## src/rtl/reg_writeback_arbiter_if.sv

```systemverilog
// Bundle of the ALU, long-latency, issue and reg-file write-port signals of the
// write-back arbiter. The arbiter takes the slave view; its environment takes the master view.
interface reg_writeback_arbiter_if #(
   parameter int DATA_W = 32,
   parameter int ADDR_W = 5
);
   localparam int NREG = 2 ** ADDR_W;

   logic              i_alu_valid;
   logic [ADDR_W-1:0] i_alu_rd;
   logic [DATA_W-1:0] i_alu_data;
   logic              i_lsu_valid;
   logic              o_lsu_ready;
   logic [ADDR_W-1:0] i_lsu_rd;
   logic [DATA_W-1:0] i_lsu_data;
   logic              i_issue_valid;
   logic [ADDR_W-1:0] i_issue_rd;
   logic              o_reg_write;
   logic [ADDR_W-1:0] o_write_rd;
   logic [DATA_W-1:0] o_write_data;
   logic [NREG-1:0]   o_busy;
   logic              o_alu_stall;
   logic              o_err;

   modport master (
      output i_alu_valid, i_alu_rd, i_alu_data,
      output i_lsu_valid, i_lsu_rd, i_lsu_data,
      output i_issue_valid, i_issue_rd,
      input  o_lsu_ready, o_reg_write, o_write_rd, o_write_data,
      input  o_busy, o_alu_stall, o_err
   );

   modport slave (
      input  i_alu_valid, i_alu_rd, i_alu_data,
      input  i_lsu_valid, i_lsu_rd, i_lsu_data,
      input  i_issue_valid, i_issue_rd,
      output o_lsu_ready, o_reg_write, o_write_rd, o_write_data,
      output o_busy, o_alu_stall, o_err
   );
endinterface

```

## src/rtl/reg_writeback_arbiter.sv

```systemverilog
// Merges ALU results and buffered long-latency results onto the single reg-file
// write port, with starvation control and a busy scoreboard of pending long-latency writes.
module reg_writeback_arbiter #(
   parameter int DATA_W       = 32,
   parameter int ADDR_W       = 5,
   parameter int DEPTH        = 4,
   parameter int STARVE_LIMIT = 3
) (
   input logic                   i_clk,
   input logic                   i_rst,
   reg_writeback_arbiter_if.slave bus
);
   localparam int NREG  = 2 ** ADDR_W;
   localparam int PTR_W = $clog2(DEPTH);
   localparam int CNT_W = $clog2(STARVE_LIMIT + 1);

   logic [ADDR_W-1:0] rd_mem_q   [DEPTH];
   logic [DATA_W-1:0] data_mem_q [DEPTH];
   logic [PTR_W:0]    wptr_q, rptr_q;
   logic [CNT_W-1:0]  cnt_q, cnt_d;
   logic [NREG-1:0]   busy_q, busy_d;
   logic              we_q;
   logic [ADDR_W-1:0] rd_q;
   logic [DATA_W-1:0] data_q;
   logic              err_q;

   logic              empty, full, stall, alu_req, alu_win, pop, push;
   logic [ADDR_W-1:0] head_rd;
   logic [DATA_W-1:0] head_data;

   assign empty     = (wptr_q == rptr_q);
   assign full      = (wptr_q[PTR_W] != rptr_q[PTR_W]) &&
                      (wptr_q[PTR_W-1:0] == rptr_q[PTR_W-1:0]);
   assign head_rd   = rd_mem_q[rptr_q[PTR_W-1:0]];
   assign head_data = data_mem_q[rptr_q[PTR_W-1:0]];

   assign stall   = (cnt_q == CNT_W'(STARVE_LIMIT)) && !empty;
   assign alu_req = bus.i_alu_valid && (bus.i_alu_rd != '0);
   // A starved FIFO pre-empts the ALU; otherwise the ALU has priority.
   assign alu_win = alu_req && !stall;
   assign pop     = !empty && !alu_win;
   // Writes to r0 are acknowledged but never buffered.
   assign push    = bus.i_lsu_valid && !full && (bus.i_lsu_rd != '0);

   always_comb begin
      cnt_d = cnt_q;
      if (pop || empty) begin
         cnt_d = '0;
      end else if (alu_win && (cnt_q != CNT_W'(STARVE_LIMIT))) begin
         cnt_d = cnt_q + 1'b1;
      end
   end

   // A new issue to the same register outranks the retiring write.
   always_comb begin
      busy_d = busy_q;
      if (pop) begin
         busy_d[head_rd] = 1'b0;
      end
      if (bus.i_issue_valid && (bus.i_issue_rd != '0)) begin
         busy_d[bus.i_issue_rd] = 1'b1;
      end
      busy_d[0] = 1'b0;
   end

   always_ff @(posedge i_clk) begin
      if (push) begin
         rd_mem_q[wptr_q[PTR_W-1:0]]   <= bus.i_lsu_rd;
         data_mem_q[wptr_q[PTR_W-1:0]] <= bus.i_lsu_data;
      end
   end

   always_ff @(posedge i_clk) begin
      if (i_rst) begin
         wptr_q <= '0;
         rptr_q <= '0;
         cnt_q  <= '0;
         busy_q <= '0;
         we_q   <= 1'b0;
         rd_q   <= '0;
         data_q <= '0;
         err_q  <= 1'b0;
      end else begin
         if (push) wptr_q <= wptr_q + 1'b1;
         if (pop)  rptr_q <= rptr_q + 1'b1;
         cnt_q  <= cnt_d;
         busy_q <= busy_d;
         we_q   <= pop || alu_win;
         if (pop) begin
            rd_q   <= head_rd;
            data_q <= head_data;
         end else if (alu_win) begin
            rd_q   <= bus.i_alu_rd;
            data_q <= bus.i_alu_data;
         end
         err_q <= err_q || (bus.i_alu_valid && stall);
      end
   end

   assign bus.o_lsu_ready  = !full;
   assign bus.o_reg_write  = we_q;
   assign bus.o_write_rd   = rd_q;
   assign bus.o_write_data = data_q;
   assign bus.o_busy       = busy_q;
   assign bus.o_alu_stall  = stall;
   assign bus.o_err        = err_q;
endmodule

```

## src/flat_wrapper.sv

```systemverilog
// flat-port wrapper written by rule: the top's interface ports become plain ports
module reg_writeback_arbiter_flat 
#(
   parameter int DATA_W       = 32,
   parameter int ADDR_W       = 5,
   parameter int DEPTH        = 4,
   parameter int STARVE_LIMIT = 3
)
  (i_clk, i_rst, bus_i_alu_valid, bus_i_alu_rd, bus_i_alu_data, bus_i_lsu_valid, bus_i_lsu_rd, bus_i_lsu_data, bus_i_issue_valid, bus_i_issue_rd, bus_o_lsu_ready, bus_o_reg_write, bus_o_write_rd, bus_o_write_data, bus_o_busy, bus_o_alu_stall, bus_o_err);
  reg_writeback_arbiter_if #(.DATA_W(DATA_W), .ADDR_W(ADDR_W)) bus_i ();
  input logic i_clk;
  input logic i_rst;
  input wire logic [$bits(bus_i.i_alu_valid)-1:0] bus_i_alu_valid;
  input wire logic [$bits(bus_i.i_alu_rd)-1:0] bus_i_alu_rd;
  input wire logic [$bits(bus_i.i_alu_data)-1:0] bus_i_alu_data;
  input wire logic [$bits(bus_i.i_lsu_valid)-1:0] bus_i_lsu_valid;
  input wire logic [$bits(bus_i.i_lsu_rd)-1:0] bus_i_lsu_rd;
  input wire logic [$bits(bus_i.i_lsu_data)-1:0] bus_i_lsu_data;
  input wire logic [$bits(bus_i.i_issue_valid)-1:0] bus_i_issue_valid;
  input wire logic [$bits(bus_i.i_issue_rd)-1:0] bus_i_issue_rd;
  output wire logic [$bits(bus_i.o_lsu_ready)-1:0] bus_o_lsu_ready;
  output wire logic [$bits(bus_i.o_reg_write)-1:0] bus_o_reg_write;
  output wire logic [$bits(bus_i.o_write_rd)-1:0] bus_o_write_rd;
  output wire logic [$bits(bus_i.o_write_data)-1:0] bus_o_write_data;
  output wire logic [$bits(bus_i.o_busy)-1:0] bus_o_busy;
  output wire logic [$bits(bus_i.o_alu_stall)-1:0] bus_o_alu_stall;
  output wire logic [$bits(bus_i.o_err)-1:0] bus_o_err;
  assign bus_i.i_alu_valid = bus_i_alu_valid;
  assign bus_i.i_alu_rd = bus_i_alu_rd;
  assign bus_i.i_alu_data = bus_i_alu_data;
  assign bus_i.i_lsu_valid = bus_i_lsu_valid;
  assign bus_i.i_lsu_rd = bus_i_lsu_rd;
  assign bus_i.i_lsu_data = bus_i_lsu_data;
  assign bus_i.i_issue_valid = bus_i_issue_valid;
  assign bus_i.i_issue_rd = bus_i_issue_rd;
  assign bus_o_lsu_ready = bus_i.o_lsu_ready;
  assign bus_o_reg_write = bus_i.o_reg_write;
  assign bus_o_write_rd = bus_i.o_write_rd;
  assign bus_o_write_data = bus_i.o_write_data;
  assign bus_o_busy = bus_i.o_busy;
  assign bus_o_alu_stall = bus_i.o_alu_stall;
  assign bus_o_err = bus_i.o_err;
  reg_writeback_arbiter #(.DATA_W(DATA_W), .ADDR_W(ADDR_W), .DEPTH(DEPTH), .STARVE_LIMIT(STARVE_LIMIT)) u_core (.i_clk(i_clk), .i_rst(i_rst), .bus(bus_i));
endmodule
```

## config.mk

```make
export PLATFORM = sky130hd
export DESIGN_NAME = reg_writeback_arbiter_flat
export DESIGN_NICKNAME = d
export VERILOG_FILES = /design/src/rtl/reg_writeback_arbiter_if.sv /design/src/rtl/reg_writeback_arbiter.sv /design/src/flat_wrapper.sv
export SDC_FILE = /design/constraint.sdc
export NUM_CORES = 1
export LEC_CHECK = 0
export ABC_CLOCK_PERIOD_IN_PS = 10200
export CAP_MARGIN = 20
export CORE_MARGIN = 4
export CORE_UTILIZATION = 56
export DETAILED_ROUTE_END_ITERATION = 8
export PLACE_DENSITY = 0.9
export RECOVER_POWER = 50
export SLEW_MARGIN = 0
export SYNTH_ARGS = -nofsm -noshare
export SYNTH_HDL_FRONTEND = slang
export SYNTH_SLANG_ARGS = --single-unit
```

## constraint.sdc

```tcl
create_clock -name i_clk -period 10.2 [get_ports i_clk]
set_input_delay 1.53 -clock i_clk [delete_from_list [all_inputs] [get_ports i_clk]]
set_output_delay 1.53 -clock i_clk [all_outputs]
set_load 0.05 [all_outputs]
```

==> Yosys cells after proc, flatten, opt, wreduce, memory -nomap -nowiden <==
Memory sizes are Yosys's and may differ from the RTL's. A register that Yosys moved wholly into a read port is not among the register bits.
Cells that the tools add are included.
{ "word_totals": {"n_memories": 2, "ramBits": 148, "reg_bits": 79} }
{ "mem_list": {"columns": ["memory", "words", "width", "read_ports", "rd_clocked_by_memory_dff", "wr", "line", "text"], "rows": [
  ["u_core.data_mem_q", 4, 32, 1, 1, 1, "reg_writeback_arbiter.sv:18", "logic [DATA_W-1:0] data_mem_q [DEPTH];"],
  ["u_core.rd_mem_q", 4, 5, 1, 1, 1, "reg_writeback_arbiter.sv:17", "logic [ADDR_W-1:0] rd_mem_q [DEPTH];"]
]} }
{ "classes": {"magnitude_cmp": 4, "addsub": 3, "muxes": 16, "eq_ne": 5, "n_bitwise": 3, "n_reduce_logical": 24} }
{ "ops": {"columns": ["cell", "count"], "rows": [
  ["two-way mux 32 bit", 4],
  ["AND 32 bit", 1],
  ["inverter 32 bit", 1],
  ["bitwise OR 32 bit", 1],
  ["nonzero test 5 bit", 3],
  ["logical AND 1 bit", 12],
  ["less-than comparator 5 x 6 -> 1 bit (second input constant)", 2],
  ["demux 1 bit (select 5 bit)", 2],
  [">= comparator 5 x 1 -> 1 bit (second input constant)", 2],
  ["two-way mux 5 bit", 2],
  ["two-way mux 2 bit", 4],
  ["adder 3 x 1 -> 3 bit (second input constant)", 2],
  ["logical NOT 1 bit", 4],
  ["two-way mux 1 bit", 4],
  ["== test 3 bit", 1],
  ["logical OR 1 bit", 3],
  ["adder 2 x 1 -> 2 bit (second input constant)", 1],
  ["== test 2 bit", 1],
  ["== test 2 bit (second input constant)", 1],
  ["inequality test 2 bit (second input constant)", 1],
  ["nonzero test 2 bit", 1],
  ["OR reduction 2 bit", 1],
  ["inequality test 1 bit", 1]
]} }

==> Longest topological paths before layout <==
{ "logic_depth": {"depth_word": 10, "depth_mapped": 8, "depth_no_buf": 6} }

==> Worst setup path after synthesis <==
No wires, ideal clock.
{ "synth_path": {"path_type": "input to register", "start": "input bus_i_lsu_rd[0]", "end": "memory u_core.data_mem_q[3][0], enable pin", "slack_ns": 5.128, "setup_ns": 0.490, "stages": 3, "arrival_ns": 4.582, "path_buffers": 0, "path_cell_list": "or4_1 -> o21ai_0 -> nor3b_1"} }
{ "synth_between": {"elab_chain_len": 4} }
{ "synth_lines": {"columns": ["item", "line", "text"], "rows": [
  ["start: declaration", "flat_wrapper.sv:17", "input wire logic [$bits(bus_i.i_lsu_rd)-1:0] bus_i_lsu_rd;"],
  ["nonzero test 5 bit", "reg_writeback_arbiter.sv:43", "assign push = bus.i_lsu_valid && !full && (bus.i_lsu_rd != '0);"],
  ["logical AND 1 bit", "reg_writeback_arbiter.sv:43", null],
  ["two-way mux 1 bit", "reg_writeback_arbiter.sv:67", "if (push) begin"],
  ["two-way mux 1 bit (not written as such)", "reg_writeback_arbiter.sv:69", "data_mem_q[wptr_q[PTR_W-1:0]] <= bus.i_lsu_data;"],
  ["end: declaration", "reg_writeback_arbiter.sv:18", null]
]} }
No other way between the ends.

==> metrics.md <==
| Metric | Value |
|---|---|
| Placed instance area | 10,500 µm² |
| Core area | 15,400 µm² |
| Max-cap viol count | 2 |
| Crit path capture type | flip-flop |
| Setup TNS | 0 ns |
| Required @ worst endpoint | 10.57 ns |
| Most used DFF post-synth | edfxtp_1 |
| CTS root buffer | clkbuf_16 |
| Number of global-route vias before repair | 6,152 |
| Filler cells | 925 |
| Most frequent cells in the layout | edfxtp_1, dfxtp_1, clkdlybuf4s50_1, dlygate4sd3_1, nand2_1 |
| Starting Density | 57.7% |
| Fmax | 0.215 GHz |
| EDFF count, synth | 148 |
| Leak | 3.94 nW |
| Register bit total from synthesis | 228 |
| PwrDens | 229 nW/µm² |
| Count of cell types in the netlist | 39 |
| First-pass GRT wire length | 33.5 mm |
| Sink Count | 228 |
| Tot GR Track Use | 23.6% |
| Failing checks | capacitance limit, slew limit |
| CTS max path bufs | 3 |
| DRC | 0 |
| Post-synth top area share | 50.1% |
| Final instance area | 11,300 µm² |
| Buf/Inv on CP | 2 |
| Status | complete, but fails checks |
| Final ANT Viol Nets | 0 |
| Wirelength per Cell | 21.2 µm |
| Cell Chain, Critical Path | buf_2 > clkbuf_1 > or3b_2 > o21ai_0 |
| Total Wirelength | 21.4 mm |
| Initial drt markers | 537 |
| Share of layout cells above drive strength 1 | 11.5% |
| Initial antenna violation count | 2 |
| Max VDD drop | 178 µV |
| Post-synth ARST share | 0% |
| Flop2flop setup slack | 7.36 ns |
| Clock-pin slew on the worst setup and hold paths | 0.06 ns |
| Die W | 134 µm |
| Dpl hpwl | 13.6 mm |
| PnR worst setup slack | 5.54 ns |
| Register area share after synthesis | 68.2% |
| Syn_area_per_cell | 14.1 µm² |
| Hold_buf cts | 0 |
| I/O pins | 157 |
| GRT overflow | 0 |
| Final setup fails | 0 |
| Min Clock Period, post-route | 4.66 ns |
| Final-report max-slew violation count | 109 |
| # H-tree levels | 1 |
| Largest net degree at the start of global routing | 84 |
| Final hold vios | 0 |
| Yosys Warn Count | 0 |
| Netlist Area Pre-Place | 8870 µm² |
| Post-CTS resize count | 0 |
| # nets final | 868 |
| # Post-CTS Setup Buffers | 0 |
| Crit path max fanout | 83 |
| Crit path DAT | 5.02 ns |
| Die Y | 134 µm |
| Total CTS buffers | 23 |
| Clock insertion delay at the later pin of the skew report | 0.52 ns |
| Ranking of synthesized cells by area | edfxtp_1, dfxtp_1, mux4_2 |
| Vias per cell | 5.94 |
| Clock skew | 0.0225 ns |
| Cell taking the most area after synthesis | edfxtp_1 |
| HP Class | reg2reg |
| Syn nets | 719 |
| Vias | 5,983 |
| Worst slew pin tran | 3.80 ns |
| Top delay family on crit path | buffers and inverters |
| Drt pass-1 iters | 5 |
| WS Path Type | in2reg |
| CP max stage delay | 2.65 ns |
| Slowest-stage cell, CP | clkbuf_1 |
| Rel. slew slack | -153% |
| Synth Instances | 629 |
| Area growth, synth to finish | 27.7% |
| Most common cell after layout, fill and taps aside | edfxtp_1 |
| Final Cycle Share | 45.7% |
| RSZ-0062 raised after global routing | no |
| Element type at the critical path start | primary input |
| Cell Rows | 45 |
| Placer Congestion | 0.912 |
| CTS tree | built |
| IO Port Bufs | 155 |
| Die footprint | 17,900 µm² |
| Post-place setup slack | 5.86 ns |
## final timing paths
check	depth (start not counted)	start	to
hold / removal	1	u_core.cnt_q[0]	u_core.cnt_q[0]
hold reg to reg	1	u_core.cnt_q[0]	u_core.cnt_q[0]
setup / recovery	4	i_rst	u_core.bus.o_busy[18]
setup reg to reg	6	u_core.wptr_q[1]	u_core.bus.o_write_data[10]
## kinds of logic (layout without fill, tap and decap cells)
logic type,after synthesis,count (layout),share of synthesized area (%)
mux,40,40,9.61
fa+ha+maj,6,6,0.846
flops,228,228,68.2
xor+xnor,8,8,0.790
simple gates,198,198,10.5
buf+inv,40,205,2.31
other cells,1,3,0.0423
compound gates,108,108,7.72
## synthesized netlist by cell type (2+ instances only)
library cell    n
a21oi_1         4
o21ai_2         2
nor2_1         45
nand3_1        13
mux4_2         36
xor2_1          4
buf_2           8
a311oi_1       35
buf_4           2
ha_1            6
edfxtp_1      148
clkbuf_1       21
xnor2_1         4
dfxtp_1        80
o22ai_1         2
nand3b_1        2
nor3_1          6
or3_1           3
and2_1          6
or3b_2          2
nand2_1        77
buf_6           5
inv_1           3
mux2i_1         3
nor2b_1        36
o21ai_0        63
## layout make-up
type / instances / area, µm² / share of cell area (%)
diodes: 2 / 5.00 / 0.0442
clock buffers: 28 / 614 / 5.43
clock inverters: 13 / 174 / 1.54
inverters: 3 / 11.3 / 0.0995
multi-input cells: 361 / 2630 / 23.2
flip-flops and latches: 228 / 6050 / 53.4
well taps: 211 / 264 / 2.33
repair buffers: 161 / 1580 / 14.0
## stage by stage
step | hold slack (ns) | util, % | power [mW] | std cells
finish | 0.463 | 73.7 | 2.59 | 1007
global route | 0.482 | 73.7 | 2.68 | 1007
CTS | 0.461 | 73.7 | 2.61 | 1005
detailed placement | 0.453 | 68.6 | 1.75 | 964
global placement | 0.414 | 68.6 | 1.72 | 964
floorplan | 0.408 | - | 1.55 | 629
## power breakdown
group / leakage [nW] / switching (mW) / internal (mW) / total (mW)
sequential: 2.02 / 0.0533 / 1.06 / 1.12
clock: 0.378 / 0.352 / 0.511 / 0.863
combinational: 1.55 / 0.387 / 0.222 / 0.609
## layer usage
| metal | up-vias | part of all wire (%) | global-route usage, % | routed length (µm) |
|---|---|---|---|---|
| met5 | - | 0 | 0 | 0 |
| met4 | 0 | 2.5 | 6.80 | 532 |
| met3 | 47 | 8.8 | 4.84 | 1870 |
| met2 | 328 | 50 | 40.2 | 10600 |
| met1 | 2935 | 39 | 31.1 | 8350 |
| li1 | 2673 | - | - | - |
## flip-flops by register name, summed over array words and instances, names as in the netlist, named ones only
name	flops
u_core.bus.o_write_rd	5
u_core.data_mem_q	128
u_core.cnt_q	2
u_core.bus.o_err	1
u_core.bus.o_write_data	32
u_core.bus.o_reg_write	1
u_core.bus.o_busy	31
u_core.rptr_q	3
u_core.wptr_q	3
u_core.rd_mem_q	20
(Power assumes the default switching activity.)
